File: src/rtl/elevator_scheduler_if.sv
// Request bus between the keypad front end and the elevator scheduler.
interface elevator_scheduler_if #(
  parameter int unsigned FLOOR_W = 3
);
  logic               auth;
  logic               req_valid;
  logic [FLOOR_W-1:0] req_floor;
  logic               req_err;

  modport master (output auth, output req_valid, output req_floor, input req_err);
  modport slave  (input auth, input req_valid, input req_floor, output req_err);
endinterface

File: src/rtl/elevator_scheduler.sv
// SCAN-order elevator scheduler: pending-request bitmap, car motion and door timing.
module elevator_scheduler #(
  parameter int unsigned NUM_FLOORS  = 8,
  parameter int unsigned FLOOR_W     = 3,
  parameter int unsigned MOVE_CYCLES = 16,
  parameter int unsigned DOOR_CYCLES = 32
) (
  input  logic                  CLK,
  input  logic                  RST,
  elevator_scheduler_if.slave   req_if,
  output logic [NUM_FLOORS-1:0] pending_o,
  output logic [FLOOR_W-1:0]    current_floor_o,
  output logic                  move_up_o,
  output logic                  move_down_o,
  output logic                  door_open_o,
  output logic                  busy_o
);

  localparam int unsigned CntMax = (DOOR_CYCLES > MOVE_CYCLES) ? DOOR_CYCLES : MOVE_CYCLES;
  localparam int unsigned CntW   = $clog2(CntMax);

  typedef enum logic [1:0] {StIdle, StMoveUp, StMoveDown, StDoor} state_e;

  state_e                state_q, state_d;
  logic [NUM_FLOORS-1:0] pending_q, pending_d;
  logic [FLOOR_W-1:0]    floor_q, floor_d;
  logic [CntW-1:0]       cnt_q, cnt_d;
  logic                  dir_up_q, dir_up_d;
  logic                  req_err_q, move_up_q, move_down_q, door_open_q, busy_q;

  logic                  accept, reject, door_same;
  logic [NUM_FLOORS-1:0] set_mask, clr_mask, pend_set;
  logic [FLOOR_W-1:0]    next_floor;
  logic                  above, below, ahead_up, ahead_dn, ahead;

  always_comb begin
    accept    = req_if.req_valid && req_if.auth && (32'(req_if.req_floor) < NUM_FLOORS);
    reject    = req_if.req_valid && !accept;
    // A request for the floor whose door is open only extends the door time.
    door_same = accept && (state_q == StDoor) && (req_if.req_floor == floor_q);
    set_mask  = '0;
    if (accept && !door_same) set_mask[req_if.req_floor] = 1'b1;
    pend_set  = pending_q | set_mask;

    next_floor = (state_q == StMoveUp) ? floor_q + FLOOR_W'(1) : floor_q - FLOOR_W'(1);
    above = 1'b0;
    below = 1'b0;
    ahead_up = 1'b0;
    ahead_dn = 1'b0;
    for (int i = 0; i < int'(NUM_FLOORS); i++) begin
      if (pending_q[i]) begin
        if (i > int'(floor_q))    above    = 1'b1;
        if (i < int'(floor_q))    below    = 1'b1;
        if (i > int'(next_floor)) ahead_up = 1'b1;
        if (i < int'(next_floor)) ahead_dn = 1'b1;
      end
    end
    ahead = (state_q == StMoveUp) ? ahead_up : ahead_dn;
  end

  always_comb begin
    state_d  = state_q;
    floor_d  = floor_q;
    cnt_d    = cnt_q;
    dir_up_d = dir_up_q;
    clr_mask = '0;
    unique case (state_q)
      StIdle: begin
        if (pending_q[floor_q]) begin
          state_d           = StDoor;
          clr_mask[floor_q] = 1'b1;
          cnt_d             = CntW'(DOOR_CYCLES - 1);
        end else if (above && (dir_up_q || !below)) begin
          state_d  = StMoveUp;
          dir_up_d = 1'b1;
          cnt_d    = CntW'(MOVE_CYCLES - 1);
        end else if (below) begin
          state_d  = StMoveDown;
          dir_up_d = 1'b0;
          cnt_d    = CntW'(MOVE_CYCLES - 1);
        end
      end
      StMoveUp, StMoveDown: begin
        if (cnt_q == '0) begin
          floor_d = next_floor;
          // Same-cycle request for the arrival floor merges into this stop.
          if (pend_set[next_floor]) begin
            state_d              = StDoor;
            clr_mask[next_floor] = 1'b1;
            cnt_d                = CntW'(DOOR_CYCLES - 1);
          end else if (ahead) begin
            cnt_d = CntW'(MOVE_CYCLES - 1);
          end else begin
            state_d = StIdle;
          end
        end else begin
          cnt_d = cnt_q - CntW'(1);
        end
      end
      StDoor: begin
        if (door_same)          cnt_d   = CntW'(DOOR_CYCLES - 1);
        else if (cnt_q == '0)   state_d = StIdle;
        else                    cnt_d   = cnt_q - CntW'(1);
      end
      default: state_d = StIdle;
    endcase
    pending_d = pend_set & ~clr_mask;
  end

  always_ff @(posedge CLK or posedge RST) begin
    if (RST) begin
      state_q     <= StIdle;
      pending_q   <= '0;
      floor_q     <= '0;
      cnt_q       <= '0;
      dir_up_q    <= 1'b1;
      req_err_q   <= 1'b0;
      move_up_q   <= 1'b0;
      move_down_q <= 1'b0;
      door_open_q <= 1'b0;
      busy_q      <= 1'b0;
    end else begin
      state_q     <= state_d;
      pending_q   <= pending_d;
      floor_q     <= floor_d;
      cnt_q       <= cnt_d;
      dir_up_q    <= dir_up_d;
      req_err_q   <= reject;
      move_up_q   <= (state_d == StMoveUp);
      move_down_q <= (state_d == StMoveDown);
      door_open_q <= (state_d == StDoor);
      busy_q      <= (state_d != StIdle);
    end
  end

  assign req_if.req_err  = req_err_q;
  assign pending_o       = pending_q;
  assign current_floor_o = floor_q;
  assign move_up_o       = move_up_q;
  assign move_down_o     = move_down_q;
  assign door_open_o     = door_open_q;
  assign busy_o          = busy_q;

endmodule

File: src/flat_wrapper.sv
// flat-port wrapper written by rule: the top's interface ports become plain ports
module elevator_scheduler_flat 
#(
  parameter int unsigned NUM_FLOORS  = 8,
  parameter int unsigned FLOOR_W     = 3,
  parameter int unsigned MOVE_CYCLES = 16,
  parameter int unsigned DOOR_CYCLES = 32
)
  (CLK, RST, pending_o, current_floor_o, move_up_o, move_down_o, door_open_o, busy_o, req_if_auth, req_if_req_valid, req_if_req_floor, req_if_req_err);
  elevator_scheduler_if #(.FLOOR_W(FLOOR_W)) req_if_i ();
  input  logic CLK;
  input  logic RST;
  output logic [NUM_FLOORS-1:0] pending_o;
  output logic [FLOOR_W-1:0] current_floor_o;
  output logic move_up_o;
  output logic move_down_o;
  output logic door_open_o;
  output logic busy_o;
  input wire logic [$bits(req_if_i.auth)-1:0] req_if_auth;
  input wire logic [$bits(req_if_i.req_valid)-1:0] req_if_req_valid;
  input wire logic [$bits(req_if_i.req_floor)-1:0] req_if_req_floor;
  output wire logic [$bits(req_if_i.req_err)-1:0] req_if_req_err;
  assign req_if_i.auth = req_if_auth;
  assign req_if_i.req_valid = req_if_req_valid;
  assign req_if_i.req_floor = req_if_req_floor;
  assign req_if_req_err = req_if_i.req_err;
  elevator_scheduler #(.NUM_FLOORS(NUM_FLOORS), .FLOOR_W(FLOOR_W), .MOVE_CYCLES(MOVE_CYCLES), .DOOR_CYCLES(DOOR_CYCLES)) u_core (.CLK(CLK), .RST(RST), .req_if(req_if_i), .pending_o(pending_o), .current_floor_o(current_floor_o), .move_up_o(move_up_o), .move_down_o(move_down_o), .door_open_o(door_open_o), .busy_o(busy_o));
endmodule
File: config.mk
export PLATFORM = sky130hd
export DESIGN_NAME = elevator_scheduler_flat
export DESIGN_NICKNAME = d
export VERILOG_FILES = /design/src/rtl/elevator_scheduler_if.sv /design/src/rtl/elevator_scheduler.sv /design/src/flat_wrapper.sv
export SDC_FILE = /design/constraint.sdc
export NUM_CORES = 1
export LEC_CHECK = 0
export CORE_ASPECT_RATIO = 0.75
export CORE_UTILIZATION = 55
export DETAILED_ROUTE_END_ITERATION = 12
export HOLD_SLACK_MARGIN = 0.12
export PLACE_DENSITY = 0.78
export SLEW_MARGIN = 20
export SYNTH_ARGS = -nofsm -noshare
export SYNTH_HDL_FRONTEND = slang
export SYNTH_SLANG_ARGS = --single-unit
File: constraint.sdc
create_clock -name CLK -period 5 [get_ports CLK]
set_input_delay 1.25 -clock CLK [delete_from_list [all_inputs] [get_ports CLK]]
set_output_delay 1.25 -clock CLK [all_outputs]
set_load 0.03 [all_outputs]
==> run_summary.xml, run 1 <==
<?xml version="1.0" encoding="UTF-8"?>
<metrics>
  <group name="yosys">
    <metric name="synthesis.nets" unit="">279</metric>
    <metric name="synthDominantAreaCellType" unit="">dfrtp_1</metric>
    <metric name="synth_seq_cells" unit="">24</metric>
    <metric name="post_synth_inst_count" unit="">261</metric>
    <metric name="top_count_cell_post_synth" unit="">dfrtp_1</metric>
    <metric name="multiplexer_area_fraction_after_synthesis" unit="%">4.01</metric>
    <metric name="yosys_warnings" unit="">0</metric>
    <metric name="synthesis.area" unit="um^2">2180</metric>
    <metric name="synth_cell_type_count" unit="">62</metric>
    <metric name="share_of_the_synthesized_netlist_area_taken_by_xor_and_xnor_gates" unit="%">3.90</metric>
    <metric name="combinational_family_with_the_most_area_after_synthesis" unit="">compound AO/OA/AOI/OAI gates</metric>
    <metric name="postSynth.asyncResetShare" unit="%">100</metric>
    <metric name="yosys_most_used_dff" unit="">dfrtp_1</metric>
    <metric name="post_synth_and_or_nand_nor_area_fraction" unit="%">20.5</metric>
    <metric name="synth_top_area_share" unit="%">26.4</metric>
    <metric name="ys_top_cells_by_area" unit="">dfrtp_1, ha_1, o21ai_0</metric>
    <metric name="synth-edff-count" unit="">0</metric>
    <metric name="compound_gate_fraction_of_synth_area" unit="%">30.8</metric>
    <metric name="post_synthesis_area_per_instance" unit="um^2">8.36</metric>
    <metric name="adder_cell_share_of_the_synthesized_area" unit="%">6.31</metric>
    <metric name="synth_commonest_cells" unit="">dfrtp_1, nand2_1, o21ai_0, inv_1, nor2_1</metric>
    <metric name="seq_area_frac_synth" unit="%">27.6</metric>
  </group>
  <group name="timing">
    <metric name="clock_skew" unit="ns">0.00324</metric>
    <metric name="timing.final.max_slew_violations" unit="">0</metric>
    <metric name="report.final.setup_viol" unit="">0</metric>
    <metric name="layout_worst_path_cycle_share" unit="%">73.2</metric>
    <metric name="fmax" unit="GHz">0.273</metric>
    <metric name="final.setup.tns" unit="ns">0</metric>
    <metric name="fin_hold_viols" unit="">0</metric>
    <metric name="layout_min_cycle_time" unit="ns">3.66</metric>
    <metric name="rsz0062_at_grt" unit="">no</metric>
    <metric name="timing_worst_slew_pin_value" unit="ns">0.961</metric>
    <metric name="timing.max_slew.rel_slack" unit="%">35.9</metric>
  </group>
  <group name="clocking">
    <metric name="cts.repair.resized" unit="">0</metric>
    <metric name="cts_tree" unit="">done</metric>
    <metric name="clock_tree.htree_level_count" unit="">1</metric>
    <metric name="cts.sink_count" unit="">24</metric>
    <metric name="cts-hold-fix-buffers" unit="">0</metric>
    <metric name="number_of_buffers_inserted_during_clock_tree_synthesis" unit="">3</metric>
    <metric name="cts.clk_slew.worst_paths" unit="ns">0.09</metric>
    <metric name="worst_skew_pair.late_latency" unit="ns">0.27</metric>
    <metric name="cts.repair_timing.setup_buffer_count" unit="">0</metric>
    <metric name="max-clock-path-buffers" unit="">2</metric>
    <metric name="root_buffer" unit="">clkbuf_8</metric>
  </group>
  <group name="global_route">
    <metric name="globalRouteOverflowTotal" unit="">0</metric>
    <metric name="number_of_global_route_vias_before_repair" unit="">1894</metric>
    <metric name="gr_usage_total" unit="%">30.1</metric>
    <metric name="wire_length_of_the_first_global_routing_pass" unit="mm">9.54</metric>
    <metric name="grt_max_degree" unit="">29</metric>
    <metric name="grt_antenna_before_repair" unit="">0</metric>
  </group>
  <group name="finish">
    <metric name="multi_input_comb_area" unit="um^2">1430</metric>
    <metric name="num_antenna_cells" unit="">0</metric>
    <metric name="finalNetCount" unit="">293</metric>
    <metric name="area_growth" unit="%">13.6</metric>
    <metric name="sequential_cell_area" unit="um^2">602</metric>
    <metric name="fin_util" unit="%">66.4</metric>
    <metric name="count_of_fill_cells_added_during_filler_insertion" unit="">328</metric>
    <metric name="drive_above_1_share" unit="%">10.9</metric>
  </group>
  <group name="floorplanning">
    <metric name="chipHeight" unit="um">56.6</metric>
    <metric name="number_of_ports_placed_on_the_die_boundary" unit="">23</metric>
    <metric name="floorplan.die.width" unit="um">74.7</metric>
    <metric name="die-area" unit="um^2">4230</metric>
    <metric name="placement_rows" unit="">19</metric>
    <metric name="start_util" unit="%">58.5</metric>
    <metric name="core_outline_area" unit="um^2">3730</metric>
  </group>
  <group name="power_and_ir_drop">
    <metric name="clock_power_share" unit="%">8.5</metric>
    <metric name="switching_power_of_the_nets" unit="uW">1060</metric>
    <metric name="static_leakage" unit="uW">0.000990</metric>
    <metric name="relative_contribution_of_sequential_cells_to_total_power" unit="%">21.5</metric>
    <metric name="swShare" unit="%">52.3</metric>
    <metric name="max_rail_drop_vdd" unit="mV">0.614</metric>
    <metric name="pwr-share-comb" unit="%">69.9</metric>
    <metric name="power.density_cell_area" unit="nW/um^2">819</metric>
    <metric name="power.internal" unit="uW">968</metric>
  </group>
  <group name="critical_path">
    <metric name="critical_path_buf_inv_count" unit="">1</metric>
    <metric name="arrival" unit="ns">3.83</metric>
    <metric name="setup.worst_path.end_class" unit="">flip-flop</metric>
    <metric name="worst_setup_path_type" unit="">input port to flip-flop</metric>
    <metric name="critical_path.startpoint_type" unit="">input port</metric>
    <metric name="slowest_stage" unit="">clkdlybuf4s50_1</metric>
    <metric name="critical_path.cell_chain" unit="">clkdlybuf4s50_1, xnor2_1, a41oi_2, a2111oi_2, nor4_2, a22o_1, o21ai_4, mux2_2</metric>
    <metric name="critical-path-top-delay-family" unit="">compound AO/OA/AOI/OAI gates</metric>
    <metric name="worst_path_largest_cell_delay" unit="ns">0.51</metric>
    <metric name="worstPathRequired" unit="ns">5.17</metric>
    <metric name="critical_path_fanouts_max" unit="">6</metric>
  </group>
  <group name="drt">
    <metric name="detail_route.drc_violations" unit="">0</metric>
    <metric name="drt.antenna.violating_nets" unit="">0</metric>
    <metric name="num_vias" unit="">2131</metric>
    <metric name="drt_iter0_markers" unit="">263</metric>
    <metric name="route.final.wire_length" unit="mm">5.80</metric>
    <metric name="post_drt_via_cell_ratio" unit="">6.54</metric>
    <metric name="drt_first_pass_iters" unit="">8</metric>
    <metric name="route.detailed.wl_per_inst" unit="um">17.8</metric>
  </group>
  <group name="outcome">
    <metric name="run_status" unit="">complete, no violations</metric>
  </group>
  <group name="flow_run">
    <metric name="drv_cap" unit="">0</metric>
  </group>
  <group name="place">
    <metric name="gp_routability_congestion" unit="">0.915</metric>
    <metric name="portBuffers" unit="">22</metric>
    <metric name="place.detailed.hpwl" unit="mm">4.20</metric>
  </group>
  <group name="min_path">
    <metric name="hp-class" unit="">flip-flop to flip-flop</metric>
  </group>
</metrics>
## stage by stage
stage | worst slack (ns) | cell area [um^2] | hold WS, ns | std cells | total power (uW)
after floorplan | 1.57 | 2180 | 0.464 | 261 | 1460
after CTS | 1.36 | 2480 | 0.518 | 326 | 2000
after global routing | 1.16 | 2480 | 0.553 | 326 | 2170
final | 1.34 | 2480 | 0.519 | 326 | 2030
after global placement | 1.15 | 2410 | 0.480 | 322 | 1800
after detailed placement | 1.07 | 2410 | 0.491 | 322 | 1820
## state kept, by name (all words and copies together) (netlist names)
signal,cells
u_core.cnt_q,5
u_core.state_q,2
u_core.move_up_o,1
u_core.req_if.req_err,1
u_core.door_open_o,1
u_core.busy_o,1
u_core.pending_o,8
u_core.move_down_o,1
u_core.dir_up_q,1
u_core.current_floor_o,3
## final cells by class
| type | count | share of cell area, % |
|---|---|---|
| multi-input cells | 204 | 57.7 |
| inverters | 16 | 2.42 |
| flip-flops and latches | 24 | 24.3 |
| clock buffers | 3 | 1.66 |
| clock inverters | 1 | 1.21 |
| repair buffers | 26 | 10.1 |
| well taps | 52 | 2.62 |
## power groups by stage
stage | Clock (uW) | Combinational (uW) | Sequential, uW
6_report | 174 | 1420 | 437
5_1_grt | 185 | 1540 | 450
4_1_cts | 177 | 1400 | 429
3_5_place_dp | 0 | 1390 | 433
3_3_place_gp | 0 | 1370 | 431
2_1_floorplan | 0 | 995 | 466
## worst reg2reg max path, cell delays in order, from the launching register on
cell and delay (ns):
dfrtp_1 0.34, buf_4 0.24, inv_1 0.06, buf_4 0.18
ha_1 0.44, xnor2_2 0.47, mux2_2 0.39, a211oi_1 0.38
nor4_2 0.14, a22o_1 0.32, o21ai_4 0.23, mux2_2 0.36
## cell families after synthesis
logic type               count (synthesis)
AND/OR/NAND/NOR                         86
AO/OA/AOI/OAI                           92
XOR/XNOR                                 8
buffers and inverters                   33
multiplexers                             7
flip-flops                              24
adder cells (fa/ha/maj)                 11
## final timing paths
check | end | from | slack, ns | cells after the start
max | u_core.cnt_q[4]$_DFFE_PP0P_ | req_if_req_floor[2] | 1.34 | 8
min | u_core.cnt_q[1]$_DFFE_PP0P_ | u_core.cnt_q[1]$_DFFE_PP0P_ | 0.52 | 1
max reg2reg | u_core.cnt_q[4]$_DFFE_PP0P_ | u_core.current_floor_o[1]$_DFFE_PP0P_ | 1.35 | 11
min reg2reg | u_core.cnt_q[1]$_DFFE_PP0P_ | u_core.cnt_q[1]$_DFFE_PP0P_ | 0.52 | 1
max in group asynchronous | u_core.pending_o[3]$_DFF_PP0_ | RST | 2.93 | 2
min in group asynchronous | u_core.current_floor_o[0]$_DFFE_PP0P_ | RST | 1.49 | 2
## metal layers
metal / share of wire (%) / vias to the layer above / GRT usage (%)
li1: - / 1001 / -
met1: 45 / 976 / 46.3
met2: 42 / 136 / 43.5
met3: 11 / 18 / 5.39
met4: 1.9 / 0 / 6.47
met5: 0 / - / 0
## cell usage in the layout, fill, tap and decap left out, drive strengths merged, types with 5 or more instances in the layout
cell type / instances
a21oi: 14
clkdlybuf4s50: 22
a211oi: 6
o21ai: 18
nor2: 16
nand2: 22
o22ai: 8
xnor2: 5
a31oi: 7
nor3: 8
ha: 11
inv: 16
dfrtp: 23
Note: power is estimated with default switching activity, not from simulation.
==> run 2, diff against run 1 <==
Settings changed: CORE_UTILIZATION 55 to 52, PLACE_DENSITY 0.78 to 0.77.
Clock period 5 ns to 3.1 ns, I/O delays scaled along.
==> run 2 against run 1 <==
Effect of this change:
- wire length grew 6.9%
- critical path depth is the same
- worst setup slack lost 1.3 ns
- core utilization grew 3.4 points
- global-route usage shrank 2.0 points
- non-clock buffer count grew 18
- power grew 75%
- final area grew 7.7%
- combinational power grew 82%
- die area grew 5.6%
- final cell count grew 5.5%
==> run_summary.xml, run 2 (same netlist as run 1, synthesis figures left out) <==
<?xml version="1.0" encoding="UTF-8"?>
<metrics>
  <group name="power_and_ir_drop">
    <metric name="total_power" unit="uW">3560</metric>
    <metric name="max_rail_drop_vdd" unit="mV">0.779</metric>
    <metric name="power.density_cell_area" unit="nW/um^2">1330</metric>
    <metric name="static_leakage" unit="uW">0.00108</metric>
  </group>
  <group name="floorplanning">
    <metric name="core_outline_area" unit="um^2">3830</metric>
    <metric name="placement_rows" unit="">19</metric>
    <metric name="start_util" unit="%">57.0</metric>
    <metric name="die-area" unit="um^2">4460</metric>
    <metric name="chipHeight" unit="um">58.1</metric>
    <metric name="number_of_ports_placed_on_the_die_boundary" unit="">23</metric>
    <metric name="floorplan.die.width" unit="um">76.8</metric>
  </group>
  <group name="global_route">
    <metric name="number_of_global_route_vias_before_repair" unit="">1890</metric>
    <metric name="grt_use_met2" unit="%">41.1</metric>
    <metric name="grt_antenna_before_repair" unit="">0</metric>
    <metric name="gr-usage-met1" unit="%">43.1</metric>
    <metric name="wire_length_of_the_first_global_routing_pass" unit="mm">9.73</metric>
    <metric name="grt_max_degree" unit="">26</metric>
    <metric name="gr_usage_total" unit="%">28.0</metric>
    <metric name="most_used_routing_layer_in_global_routing" unit="">met1</metric>
    <metric name="use_met3" unit="%">5.35</metric>
    <metric name="globalRouteOverflowTotal" unit="">0</metric>
  </group>
  <group name="drt">
    <metric name="num_vias" unit="">2234</metric>
    <metric name="detail_route.drc_violations" unit="">0</metric>
    <metric name="post_drt_via_cell_ratio" unit="">6.49</metric>
    <metric name="drt_first_pass_iters" unit="">5</metric>
    <metric name="route.detailed.wl_per_inst" unit="um">18.0</metric>
    <metric name="drt_iter0_markers" unit="">232</metric>
    <metric name="drt.antenna.violating_nets" unit="">0</metric>
    <metric name="route.final.wire_length" unit="mm">6.21</metric>
  </group>
  <group name="flow_run">
    <metric name="drv_cap" unit="">0</metric>
  </group>
  <group name="finish">
    <metric name="multi_input_comb_area" unit="um^2">1480</metric>
    <metric name="finalNetCount" unit="">311</metric>
    <metric name="count_of_fill_cells_added_during_filler_insertion" unit="">320</metric>
    <metric name="sequential_cell_area" unit="um^2">604</metric>
    <metric name="layout.cells.non_filler" unit="">344</metric>
    <metric name="largest_register_ffs" unit="">8</metric>
    <metric name="layout.cells.most_common_list" unit="">nand2_1, clkdlybuf4s50_1, buf_4, dfrtp_1, o21ai_0</metric>
    <metric name="drive_above_1_share" unit="%">18.8</metric>
    <metric name="num_antenna_cells" unit="">0</metric>
    <metric name="area_growth" unit="%">22.4</metric>
  </group>
  <group name="clocking">
    <metric name="cts.clk_slew.worst_paths" unit="ns">0.09</metric>
    <metric name="cts_tree" unit="">done</metric>
    <metric name="max-clock-path-buffers" unit="">2</metric>
    <metric name="cts.sink_count" unit="">24</metric>
    <metric name="worst_skew_pair.late_latency" unit="ns">0.27</metric>
    <metric name="number_of_buffers_inserted_during_clock_tree_synthesis" unit="">3</metric>
    <metric name="root_buffer" unit="">clkbuf_8</metric>
    <metric name="clock_tree.htree_level_count" unit="">1</metric>
  </group>
  <group name="critical_path">
    <metric name="critical_path_fanouts_max" unit="">5</metric>
    <metric name="worst_path_largest_cell_delay" unit="ns">0.47</metric>
    <metric name="worst_setup_path_type" unit="">input port to flip-flop</metric>
    <metric name="critical_path_buf_inv_count" unit="">1</metric>
    <metric name="critical_path.startpoint_type" unit="">input port</metric>
    <metric name="worstPathRequired" unit="ns">3.27</metric>
    <metric name="critical_path.cell_chain" unit="">clkdlybuf4s50_1, xnor2_1, nand4_1, a311oi_1, nor3_1, a22o_1, o21ai_4, mux2_2</metric>
    <metric name="setup.worst_path.end_class" unit="">flip-flop</metric>
    <metric name="arrival" unit="ns">3.20</metric>
    <metric name="critical-path-top-delay-family" unit="">compound AO/OA/AOI/OAI gates</metric>
    <metric name="slowest_stage" unit="">a311oi_1</metric>
  </group>
  <group name="timing">
    <metric name="layout_min_cycle_time" unit="ns">3.03</metric>
    <metric name="report.final.setup_viol" unit="">0</metric>
    <metric name="clock_skew" unit="ns">0.0101</metric>
    <metric name="layout_worst_path_cycle_share" unit="%">97.9</metric>
    <metric name="fmax" unit="GHz">0.330</metric>
    <metric name="rsz0062_at_grt" unit="">no</metric>
    <metric name="timing.max_slew.rel_slack" unit="%">51.9</metric>
    <metric name="fin_hold_viols" unit="">0</metric>
    <metric name="timing_worst_slew_pin_value" unit="ns">0.721</metric>
    <metric name="timing.final.max_slew_violations" unit="">0</metric>
  </group>
  <group name="place">
    <metric name="place.detailed.hpwl" unit="mm">4.62</metric>
    <metric name="gp_routability_congestion" unit="">1.01</metric>
    <metric name="portBuffers" unit="">22</metric>
    <metric name="place.detailed.instances" unit="">340</metric>
  </group>
  <group name="outcome">
    <metric name="run_status" unit="">complete, no violations</metric>
  </group>
  <group name="min_path">
    <metric name="hp-class" unit="">flip-flop to flip-flop</metric>
  </group>
</metrics>
[run 2: cell type report]
cell class	instances	area share (%)
clock buffer	3	1.55
clock inverter	1	1.12
inverter	16	2.25
multi-input combinational	204	55.5
sequential	24	22.6
tap	52	2.44
timing repair buffer	44	14.6
[run 2: through the flow]
| step | setup TNS (ns) | worst slack [ns] | util [%] | hold WS (ns) | cell area (um^2) |
|---|---|---|---|---|---|
| floorplan | 0 | 0.00610 | - | 0.464 | 2220 |
| global placement | -0.128 | -0.0475 | 67.1 | 0.480 | 2570 |
| detailed placement | -0.528 | -0.156 | 67.1 | 0.484 | 2570 |
| CTS | 0 | 0.0957 | 69.0 | 0.504 | 2640 |
| global route | 0 | 0.0125 | 69.8 | 0.519 | 2670 |
| finish | 0 | 0.0666 | 69.8 | 0.501 | 2670 |
[run 2: what timing repair did]
action / in CTS / in global routing
setup endpoints to repair: 0 / 7
resized for setup: 0 / 6
hold buffers: 0 / 0
setup buffers: 0 / 0
[run 2: worst paths after layout]
check / depth (start not counted) / end / start / slack [ns]
worst max-delay path: 8 / u_core.cnt_q[4]$_DFFE_PP0P_ / req_if_req_floor[0] / 0.07
worst min-delay path: 1 / u_core.cnt_q[1]$_DFFE_PP0P_ / u_core.cnt_q[1]$_DFFE_PP0P_ / 0.50
worst min register to register: 1 / u_core.cnt_q[1]$_DFFE_PP0P_ / u_core.cnt_q[1]$_DFFE_PP0P_ / 0.50
min in group asynchronous: 2 / u_core.pending_o[1]$_DFF_PP0_ / RST / 0.84
worst max register to register: 9 / u_core.move_up_o$_DFF_PP0_ / u_core.state_q[1]$_DFF_PP0_ / 0.14
max in group asynchronous: 3 / u_core.pending_o[7]$_DFF_PP0_ / RST / 1.72
[run 2: report_power, final]
group          internal [uW]  total [uW]  switching [uW]
Combinational           1100        2590            1480
Clock                    173         275             102
Sequential               461         696             235
[run 2: routing by layer]
metal | wire, um | up-vias
li1 | - | 1040
met2 | 2610 | 126
met4 | 46 | 0
met5 | 0 | -
met3 | 530 | 11
met1 | 3020 | 1057
==> run 3, diff against run 2 <==
Settings changed: SLEW_MARGIN 20 to 30.
==> results of run 3 <==
Final layout, timing and power as in run 2 (identical DEF).
